**src/rtl/fetch_unit.sv**
```systemverilog
// Instruction fetch stage: single-outstanding memory request FSM feeding the
// IF/ID register, with a one-entry skid buffer to absorb responses under stall.
module fetch_unit #(
  parameter logic [31:0] RESET_PC = 32'h0000_0000
) (
  input  logic        clk,
  input  logic        reset,
  output logic        imem_req,
  output logic [31:0] imem_addr,
  input  logic        imem_gnt,
  input  logic        imem_rvalid,
  input  logic [31:0] imem_rdata,
  input  logic        redirect,
  input  logic [31:0] redirect_pc,
  input  logic        stall,
  output logic        id_valid,
  output logic [31:0] id_instr,
  output logic [31:0] id_pc,
  output logic [31:0] id_pcplus4
);

  localparam logic [1:0] S_FETCH = 2'd0;
  localparam logic [1:0] S_WAIT  = 2'd1;
  localparam logic [1:0] S_DRAIN = 2'd2;

  logic [1:0]  r_state;
  logic [31:0] r_pc;
  logic [31:0] r_pc_next;
  logic        r_id_valid;
  logic [31:0] r_id_instr;
  logic [31:0] r_id_pc;
  logic [31:0] r_id_pcplus4;
  logic        r_skid_vld;
  logic [31:0] r_skid_instr;
  logic [31:0] r_skid_pc;
  logic [31:0] r_skid_pcplus4;

  logic        w_grant;
  logic        w_resp;
  logic        w_id_free;
  logic        w_consume;
  logic [31:0] w_redirect_pc;

  // A full skid buffer blocks new requests, so the skid can never overflow.
  assign imem_req      = (r_state == S_FETCH) && !r_skid_vld && !reset;
  assign imem_addr     = r_pc;
  assign w_grant       = imem_req && imem_gnt;
  assign w_resp        = (r_state == S_WAIT) && imem_rvalid;
  assign w_id_free     = !r_id_valid || !stall;
  assign w_consume     = r_id_valid && !stall;
  assign w_redirect_pc = redirect_pc & 32'hFFFF_FFFC;

  always_ff @(posedge clk) begin
    if (reset) begin
      r_state <= S_FETCH;
      r_pc    <= RESET_PC;
    end else if (redirect) begin
      // A request already accepted for the old path must be drained.
      r_pc <= w_redirect_pc;
      case (r_state)
        S_FETCH: r_state <= w_grant ? S_DRAIN : S_FETCH;
        default: r_state <= imem_rvalid ? S_FETCH : S_DRAIN;
      endcase
    end else begin
      case (r_state)
        S_FETCH: begin
          if (w_grant) r_state <= S_WAIT;
        end
        S_WAIT: begin
          if (imem_rvalid) begin
            r_state <= S_FETCH;
            r_pc    <= r_pc_next;
          end
        end
        default: begin
          if (imem_rvalid) r_state <= S_FETCH;
        end
      endcase
    end
  end

  always_ff @(posedge clk) begin
    if (w_grant) r_pc_next <= r_pc + 32'd4;
  end

  always_ff @(posedge clk) begin
    if (w_resp) begin
      r_skid_instr   <= imem_rdata;
      r_skid_pc      <= r_pc;
      r_skid_pcplus4 <= r_pc_next;
    end
  end

  always_ff @(posedge clk) begin
    if (reset) begin
      r_id_valid   <= 1'b0;
      r_id_instr   <= 32'h0;
      r_id_pc      <= 32'h0;
      r_id_pcplus4 <= 32'h0;
      r_skid_vld   <= 1'b0;
    end else if (redirect) begin
      r_id_valid <= 1'b0;
      r_id_instr <= 32'h0;
      r_skid_vld <= 1'b0;
    end else if (r_skid_vld) begin
      // Skid is only ever full behind a valid, stalled IF/ID entry.
      if (!stall) begin
        r_id_valid   <= 1'b1;
        r_id_instr   <= r_skid_instr;
        r_id_pc      <= r_skid_pc;
        r_id_pcplus4 <= r_skid_pcplus4;
        r_skid_vld   <= 1'b0;
      end
    end else if (w_resp && w_id_free) begin
      r_id_valid   <= 1'b1;
      r_id_instr   <= imem_rdata;
      r_id_pc      <= r_pc;
      r_id_pcplus4 <= r_pc_next;
    end else if (w_resp) begin
      r_skid_vld <= 1'b1;
    end else if (w_consume) begin
      r_id_valid <= 1'b0;
    end
  end

  assign id_valid   = r_id_valid;
  assign id_instr   = r_id_instr;
  assign id_pc      = r_id_pc;
  assign id_pcplus4 = r_id_pcplus4;

endmodule

```
**config.mk**
```make
export PLATFORM = sky130hd
export DESIGN_NAME = fetch_unit
export DESIGN_NICKNAME = d
export VERILOG_FILES = /design/src/rtl/fetch_unit.sv
export SDC_FILE = /design/constraint.sdc
export NUM_CORES = 1
export LEC_CHECK = 0
export ABC_AREA = 1
export CAP_MARGIN = 20
export CORE_UTILIZATION = 53
export CTS_BUF_LIST = sky130_fd_sc_hd__clkbuf_8 sky130_fd_sc_hd__clkbuf_16
export CTS_CLUSTER_DIAMETER = 120
export DETAILED_ROUTE_END_ITERATION = 8
export PLACE_DENSITY = 0.87
export SETUP_SLACK_MARGIN = 0.05
export SYNTH_ARGS = -nofsm -noshare
export SYNTH_HDL_FRONTEND = slang
export SYNTH_SLANG_ARGS = --single-unit
```
**constraint.sdc**
```tcl
create_clock -name clk -period 3.4 [get_ports clk]
set_clock_uncertainty 0.2 [all_clocks]
set_input_delay 1.02 -clock clk [delete_from_list [all_inputs] [get_ports clk]]
set_output_delay 1.02 -clock clk [all_outputs]
set_load 0.02 [all_outputs]
```
# == Word level (Yosys, flattened, before mapping) ==
# Index checks and enable logic that the tools add are counted.
# totals
ff_bits,260
latch_bits,0
ram_bits,0
rom_bits,0
output_inout_bits,130
wordCells,70
mem_count,0
# op_classes
add_sub_neg,1
multipliers,0
n_div,0
magnitude_cmp,0
n_eq_ne,4
shifts,0
n_mux,28
bitwise,1
n_reduce_logical,24
# op_table
op,n
32-bit two-way mux,12
"32-bit by 3-bit adder with 32-bit output, second input constant",1
2-bit two-way mux,7
1-bit two-way mux,9
2-bit AND reduction,4
1-bit logical AND,6
3-bit AND reduction,2
2-bit nonzero test,3
3-bit nonzero test,2
1-bit logical NOT,4
"3-bit by 2-bit != test with 1-bit output, second input constant",1
"3-bit != test, second input constant",1
"2-bit by 1-bit equality test with 1-bit output, second input constant",1
2-bit logical NOT,1
"2-bit != test, second input constant",1
2-bit OR reduction,1
1-bit logical OR,1
1-bit NOT,1

# == Longest topological paths before layout ==
# Gate-level depths: netlist of run 1.
# depth
depth_word,7
ltp_mapped,9

# == Least setup slack after synthesis of run 1 ==
# No wires, ideal clock.
# synth_timing
path_kind,in2reg
from,in imem_rvalid
to,reg r_pc[26] (netlist: imem_addr[26])
setup_time_ns,0.075
t_arrival_ns,2.902
slack_ns,0.223
path_stages,5
path_cell_list,nand2_1 > nor2_2 > buf_2 > nand3_1 > a31oi_1
# synth_between
elab_chain_cells,2
# synth_rtl
element,line,rtl
from (decl),11,"input logic imem_rvalid,"
2-bit nonzero test (no line),-,
2-bit AND reduction (no line),-,
to (signal assigned),59,r_pc <= w_redirect_pc;
to (signal assigned),72,r_pc <= r_pc_next;
to (decl),27,logic [31:0] r_pc;
# No other way between the ends.
# A chain may end at the register's enable or synchronous reset.

# == Final worst setup path of run 1 ==
# layout_timing
from,in reset
to,out imem_req
# layout_between
elab_chain_cells,2
# layout_rtl
element,line,rtl
from (decl),7,"input logic reset,"
1-bit logical NOT,45,assign imem_req = (r_state == S_FETCH) && !r_skid_vld && !reset;
1-bit logical AND,45,
to (decl),8,"output logic imem_req,"
# No other way between the ends.

==> results of run 1 <==
==> power breakdown <==
group	internal (mW)	switching, mW	leakage, nW
clock	1.82	1.17	0.476
sequential	3.37	0.0849	2.22
combinational	0.202	0.258	3.09
total	5.39	1.51	5.79
==> how the worst min path moves through the flow <==
stage                             from                end  slack [ns]  cells after the start
final                     r_pc_next[0]  r_skid_pcplus4[0]        0.26                      0
after CTS                 r_pc_next[0]  r_skid_pcplus4[0]        0.26                      0
after detailed placement  r_pc_next[0]  r_skid_pcplus4[0]        0.24                      0
after global placement    r_pc_next[0]  r_skid_pcplus4[0]        0.23                      0
after floorplan           r_pc_next[0]  r_skid_pcplus4[0]        0.23                      0
after global routing      r_pc_next[0]  r_skid_pcplus4[0]        0.27                      0
==> final cells by class <==
| type | count | area [um2] | area share, % |
|---|---|---|---|
| clock buffer | 31 | 731 | 5.18 |
| sequential | 260 | 6490 | 46.0 |
| inverter | 103 | 387 | 2.74 |
| clock inverter | 17 | 178 | 1.26 |
| timing repair buffer | 213 | 2140 | 15.1 |
| tap | 270 | 338 | 2.39 |
| multi-input combinational | 928 | 3850 | 27.3 |
==> stage by stage <==
| step | cell area, um2 | power [mW] | hold WS [ns] |
|---|---|---|---|
| floorplan | 11000 | 3.71 | 0.226 |
| detailed placement | 13200 | 3.97 | 0.242 |
| global placement | 13200 | 3.95 | 0.233 |
| finish | 14100 | 6.90 | 0.262 |
| CTS | 14100 | 6.93 | 0.263 |
| global route | 14100 | 7.08 | 0.268 |
==> routing by layer <==
metal / track usage, % / up-vias / wire length [um]
met5: 0 / - / 0
met4: 11.0 / 0 / 1170
met3: 3.59 / 74 / 2530
met2: 45.8 / 450 / 14000
met1: 37.2 / 4357 / 11900
li1: - / 4608 / -
==> synth_stat cells (all sizes together) <==
master  count
or2         1
a31oi      30
nor3        2
edfxtp    128
buf        36
inv       103
nand4       1
nor2      237
o21ai      54
nand2     525
nand3      48
xor2       15
a21oi       9
nand3b      1
clkbuf     31
dfxtp     132
mux2i       4
ha          1
==> worst register-to-register path, cell delays in order, from the launching register on <==
cell,delay (ns)
dfxtp_4,0.35
inv_2,0.05
buf_4,0.64
nand2_1,0.28
nand3_4,0.14
buf_4,0.47
nand2_1,0.11
nand2_1,0.10
nor2_1,0.06
==> layout by cell type, fill, tap and decap left out, types with 27 or more instances in the layout <==
cell type	instances
nand2_1	524
edfxtp_1	128
o21ai_0	44
clkdlybuf4s50_1	196
nand3_1	47
a31oi_1	30
inv_1	105
dfxtp_1	131
nor2_1	233
clkbuf_16	27
==> logic make-up after synthesis <==
logic type / after synthesis / share of synthesized area [%]
multiplexers: 4 / 0.364
flip-flops: 260 / 59.0
AND/OR/NAND/NOR: 815 / 28.6
adder cells (fa/ha/maj): 1 / 0.114
AO/OA/AOI/OAI: 93 / 4.57
buffers and inverters: 170 / 6.22
XOR/XNOR: 15 / 1.19
==> registers in the layout, summed over array words and instances (netlist names) <==
name / flops
id_pcplus4: 32
imem_addr: 32
id_instr: 32
r_skid_pcplus4: 32
id_pc: 32
id_valid: 1
r_skid_vld: 1
r_state: 2
r_skid_instr: 32
r_pc_next: 32
r_skid_pc: 32
==> impl_metrics.ini, run 1 <==
[detailed_routing]
vias = 9489
antenna_left = 0
vias_per_cell = 5.21
drt-initial-drc-count = 873
wl_um = 29700
wl_per_cell_um = 16.3
drc_errors = 0
drtPass1Iterations = 5

[timing]
worst_slew_margin_rel_pct = 37.2
fin_crit_sh_pct = 97.3
tns_ns = 0
setup_viol = 0
worst_pin_slew_ns = 0.942
finalHoldViolCount = 0
maxSlewViolCount = 0
rsz0062_at_grt = no
fmax_ghz = 0.302
worst_slack_ns = 0.0909
fin_crit_ns = 3.31

[worst_setup_path]
r2r-end = id_pcplus4[1]
cp_num_cells = 5
worst_setup_path_start_kind = primary input
crit_arrival_ns = 2.09
crit_required_ns = 2.18
critPathMaxStageDelay_ns = 0.44
worst_setup_path_end_kind = primary output
crit_fanout = 2
regToRegSetupSlack_ns = 0.91
worstSetupStartpoint = reset
critPathCapture = imem_req
r2r-start = r_skid_vld
path_buf_inv = 3
r2r_cells = 8
criticalPathCategory = in -> out
cp_top_family = buffers and inverters
slowest_stage = clkdlybuf4s50_1
worstPathCellList = clkdlybuf4s50_1, inv_2, nand2_1, nor3_1, dlygate4sd2_1

[synth]
yosys_register_bits = 260
synth_fp_nets = 1429
synth_area_um2 = 11000
synth_area_leaders = edfxtp_1, dfxtp_1, nand2_1
syn_avg_cell_area_um2 = 8.10
seq_area_frac_synth_pct = 59.0
netlist_instances = 1358
netlist.area_leader.share_pct = 34.9
synth_warnings = 0
yosysTopAreaCell = edfxtp_1
synth_cell_types = 24

[die]
io_pins = 200
dieArea_um2 = 21300
row_count = 52
start_util_pct = 54.2
die_w_um = 146
core_area_um2 = 20300
die_h_um = 146

[clock_tree]
cts_made_buffers = 26
path_clk_slew_ns = 0.07
cts_root_buf = clkbuf_16
holdBufCountCts = 0
clk-insertion-delay-late_ns = 0.53
cts_tree = built
cts.sinks = 260
cts_post_setup_buffers_inserted = 0
clockBufferDepth = 3
cts_resized = 1
htree_levels = 1

[final_layout]
final-instance-count-excl-fill = 1822
syn2layout_area_growth_pct = 28.3
drive_gt1_share_pct = 4.45
diodes = 0
post-route-util_pct = 69.5
nFillCells = 1536
nNetsFinal = 1603

[global_routing]
antenna_found_initial = 0
groute.usage.overall_pct = 27.7
grt_pass1_vias = 9187
grt_max_degree = 131
grt_pass1_wl_um = 47300
overflow = 0

[outcome]
outcome = finished clean

[placed_design]
gp_congestion = 0.891
dp.cells = 1774
post-dp-hpwl_um = 19100
port_buffers = 197
place_ws_ns = -0.179

[pwr]
ir_drop_v = 0.000355
power_density_nw_per_um2 = 490
p_leak_nw = 5.79

[run]
cap_violations = 0

[worst_hold_path]
hp-class = reg -> reg
Note: power is estimated with default switching activity, not from simulation.
==> inputs of run 2 (changes only) <==
CORE_UTILIZATION = 40   (was 53)
CTS_CLUSTER_DIAMETER = default   (was 120)
PLACE_DENSITY = 0.7   (was 0.87)
==> run 2 against run 1 <==
  * Hold slack worse by 0.0035 ns
  * Largest cell class unchanged
  * Register-to-register slack got worse by 0.15 ns
  * Largest power group unchanged
  * First-iteration DRC count decreased by 5.5%
  * Maximum frequency grew 4.0%
  * Utilization is 17 points lower
  * Highest routed layer unchanged
  * Non-clock buffer count grew 4
  * Global-route usage is 7.2 points lower
==> impl_metrics.ini, run 2 (same netlist as run 1, synthesis figures left out) <==
[final_layout]
nNetsFinal = 1608
post-route-util_pct = 52.8
final_cell_mix = nand2_1, nor2_1, clkdlybuf4s50_1, dfxtp_1, edfxtp_1
drive_gt1_share_pct = 4.69
final_common_cell = nand2_1
syn2layout_area_growth_pct = 29.4
final-instance-count-excl-fill = 1899
final_area_um2 = 14200

[detailed_routing]
vias_per_cell = 4.82
drt-initial-drc-count = 825
drtPass1Iterations = 5
antenna_left = 0
wl_per_cell_um = 15.4
drc_errors = 0
vias = 9147
wl_um = 29300

[timing]
fmax_ghz = 0.314
worst_slack_ns = 0.218
holdWs_ns = 0.258
fin_crit_ns = 3.18
finalHoldViolCount = 0
setup_viol = 0
rsz0062_at_grt = no
worst_slew_margin_rel_pct = 43.9
fin_crit_sh_pct = 93.6
tns_ns = 0
maxSlewViolCount = 0
worst_pin_slew_ns = 0.841

[die]
die_w_um = 168
start_util_pct = 40.8
core_area_um2 = 27000
io_pins = 200
die_h_um = 168
row_count = 60
dieArea_um2 = 28200

[worst_hold_path]
hp-class = reg -> reg
min_to = r_skid_pcplus4[0]
hold_depth = 0
hp-start = r_pc_next[0]

[worst_setup_path]
worst_setup_path_end_kind = primary output
crit_arrival_ns = 1.96
r2r-start = r_skid_vld
crit_fanout = 2
crit_required_ns = 2.18
worst_setup_path_start_kind = primary input
criticalPathCategory = in -> out
r2r_cells = 6
r2r-end = r_pc_next[28]
regToRegSetupSlack_ns = 0.76

[placed_design]
place_ws_ns = -0.228
dp.cells = 1849
port_buffers = 197
gp_congestion = 0.878
post-dp-hpwl_um = 19500
post_dp_cell_area_um2 = 13300

[clock_tree]
htree_levels = 1
cts_post_setup_buffers_inserted = 0
path_clk_slew_ns = 0.06
cts_made_buffers = 27
cts.sinks = 260
clk-insertion-delay-late_ns = 0.53
cts_resized = 1
clockBufferDepth = 3
cts_tree = built
cts_root_buf = clkbuf_16
holdBufCountCts = 0

[global_routing]
groute.usage.overall_pct = 20.5
grt_pass1_vias = 8539
grt_pass1_wl_um = 46000
overflow = 0
antenna_found_initial = 1
grt_max_degree = 73

[pwr]
power_density_nw_per_um2 = 485
p_leak_nw = 5.80
power_mw = 6.90
ir_drop_v = 0.000305

[outcome]
outcome = finished clean

[run]
cap_violations = 0
run 2: cell count changes in the layout (fill, tap and decap cells not counted):
cell	change
buf_4	+3
clkinv_1	+3
buf_12	+1
clkbuf_2	+1
clkbuf_8	-1
clkinv_2	+1
diode_2	+1
dlygate4sd2_1	-1
inv_1	-1
inv_4	-1
run 2: how the worst max path moves through the flow:
| stage | from | end | cells past startpoint |
|---|---|---|---|
| after CTS | reset | imem_req | 5 |
| final | reset | imem_req | 5 |
| after floorplan | imem_rvalid | imem_addr[26] | 5 |
| after global placement | reset | imem_req | 5 |
| after global routing | reset | imem_req | 5 |
| after detailed placement | reset | imem_req | 5 |
run 2: critical path: stages:
cell	delay [ns]
clkdlybuf4s50_1	0.44
inv_2	0.07
nand2_1	0.06
nor3_1	0.17
clkbuf_2	0.21
run 2: layer usage:
| metal | share of wire, % | track usage (%) | vias up |
|---|---|---|---|
| met2 | 46 | 33.1 | 272 |
| met5 | 0 | 0 | - |
| met1 | 46 | 28.4 | 4203 |
| met3 | 5.5 | 2.73 | 46 |
| met4 | 2.3 | 6.66 | 0 |
| li1 | - | - | 4626 |
run 2: final cells by class:
| class | instances | area (um2) |
|---|---|---|
| Antenna cell | 1 | 2.50 |
| Clock inverter | 19 | 184 |
| Clock buffer | 30 | 717 |
| Multi-Input combinational cell | 928 | 3850 |
| Sequential cell | 260 | 6490 |
| Inverter | 103 | 387 |
| Fill cell | 2516 | 12700 |
| Tap cell | 341 | 427 |
| Timing Repair Buffer | 217 | 2170 |
run 2: report_power, final:
part	internal, mW	switching [mW]	leakage [nW]
combinational	0.202	0.255	3.12
sequential	3.37	0.0811	2.22
clock	1.80	1.19	0.467
total	5.37	1.52	5.80
==> inputs of run 3 (changes only) <==
ABC_CLOCK_PERIOD_IN_PS = 3550   (was default)
CORE_MARGIN = 2   (was default)
clock period = 3.55 ns   (was 3.4 ns; I/O delays follow)
==> run 3 against run 2 <==
  * Via count is 0.74% higher
  * Register-to-register slack better by 0.16 ns
  * Critical path depth stayed put
  * Flip-flop and latch count did not move
  * Largest cell class unchanged
==> impl_metrics.ini, run 3 (same netlist as run 1, synthesis figures left out) <==
[outcome]
outcome = finished clean

[timing]
worst_slack_ns = 0.166
fmax_ghz = 0.296
holdWs_ns = 0.254
setup_viol = 0
tns_ns = 0
finalHoldViolCount = 0
maxSlewViolCount = 0
fin_crit_sh_pct = 95.3
fin_crit_ns = 3.38
worst_pin_slew_ns = 0.832
worst_slew_margin_rel_pct = 44.6
rsz0062_at_grt = no

[global_routing]
grt_util_met2_pct = 30.8
grt_pass1_wl_um = 45400
grt_max_degree = 75
grt_pass1_vias = 8406
antenna_found_initial = 0
overflow = 0
busiest_layer = met2
groute.usage.overall_pct = 19.8
met1_usage_pct = 28.5
met3_usage_pct = 2.88

[final_layout]
post-route-util_pct = 52.9
nNetsFinal = 1611
final_common_cell = nand2_1
nFillCells = 2492
final-instance-count-excl-fill = 1903
drive_gt1_share_pct = 5.19
final_cell_mix = nand2_1, nor2_1, clkdlybuf4s50_1, dfxtp_1, edfxtp_1
final_area_um2 = 14300
diodes = 0
syn2layout_area_growth_pct = 29.7

[clock_tree]
cts_post_setup_buffers_inserted = 0
holdBufCountCts = 0
clk-insertion-delay-late_ns = 0.54
cts.sinks = 260
cts_tree = built
cts_root_buf = clkbuf_16
cts_made_buffers = 28
cts_resized = 1
clockBufferDepth = 3
htree_levels = 1
path_clk_slew_ns = 0.06

[pwr]
power_mw = 6.64
ir_drop_v = 0.000433
p_int_mw = 5.12
combinationalPowerShare_pct = 6.6
p_clk_share_pct = 43.7
swShare_pct = 22.9
netSwitchingPower_mw = 1.52
p_leak_nw = 5.82
seq_power_share_pct = 49.7
power_density_nw_per_um2 = 466

[worst_setup_path]
criticalPathCategory = in -> out
worst_setup_path_start_kind = primary input
worst_setup_path_end_kind = primary output
critPathMaxStageDelay_ns = 0.44
cp_top_family = buffers and inverters
path_buf_inv = 3
crit_required_ns = 2.28
slowest_stage = clkdlybuf4s50_1
r2r-start = r_skid_vld
worstSetupStartpoint = reset
crit_fanout = 2
crit_arrival_ns = 2.12
worstPathCellList = clkdlybuf4s50_1, inv_2, nand2_1, nor3_1, dlygate4sd2_1

[die]
die_w_um = 170
io_pins = 200
die_h_um = 170
dieArea_um2 = 28800
core_area_um2 = 27000
start_util_pct = 40.8
row_count = 60

[detailed_routing]
vias_per_cell = 4.84
wl_per_cell_um = 15.5
wl_um = 29400
drt-initial-drc-count = 676
drc_errors = 0
antenna_left = 0
vias = 9215
drtPass1Iterations = 5

[placed_design]
place_ws_ns = -0.132
gp_congestion = 0.879
post_dp_cell_area_um2 = 13300
dp.cells = 1851
post-dp-hpwl_um = 19800
port_buffers = 197

[worst_hold_path]
hp-start = r_pc_next[0]
hp-class = reg -> reg

[run]
cap_violations = 0
-- run 3: cell count changes in the layout (fill, tap and decap cells not counted), sizes merged, moves of 2 or more --
cell / before / now
clkinvlp: 0 / 3
buf: 20 / 22
clkbuf: 31 / 35
bufinv: 4 / 1
-- run 3: power groups by stage --
stage / registers, mW / logic, mW / clock network, mW
after detailed placement: 3.37 / 0.438 / 0
after CTS: 3.30 / 0.440 / 2.95
after global placement: 3.36 / 0.431 / 0
after global routing: 3.31 / 0.479 / 3.08
final: 3.30 / 0.437 / 2.90
after floorplan: 3.38 / 0.179 / 0
-- run 3: per-layer routing --
metal | vias up | part of all wire (%)
met4 | 0 | 3.0
met5 | - | 0
li1 | 4625 | -
met3 | 57 | 6.3
met2 | 308 | 45
met1 | 4225 | 46
-- run 3: layout make-up --
type	instances	area [um2]	area share (%)
repair buffers	219	2180	15.3
flip-flops and latches	260	6490	45.5
well taps	341	427	2.99
clock buffers	35	820	5.74
multi-input cells	928	3850	27.0
clock inverters	17	115	0.807
inverters	103	387	2.71
-- run 3: path summary, 6_finish.rpt --
check	depth (start not counted)	end	slack, ns
hold / removal	0	r_skid_pcplus4[0]	0.25
setup / recovery	5	imem_req	0.17
setup reg to reg	7	id_pcplus4[26]	0.92
hold reg to reg	0	r_skid_pcplus4[0]	0.25
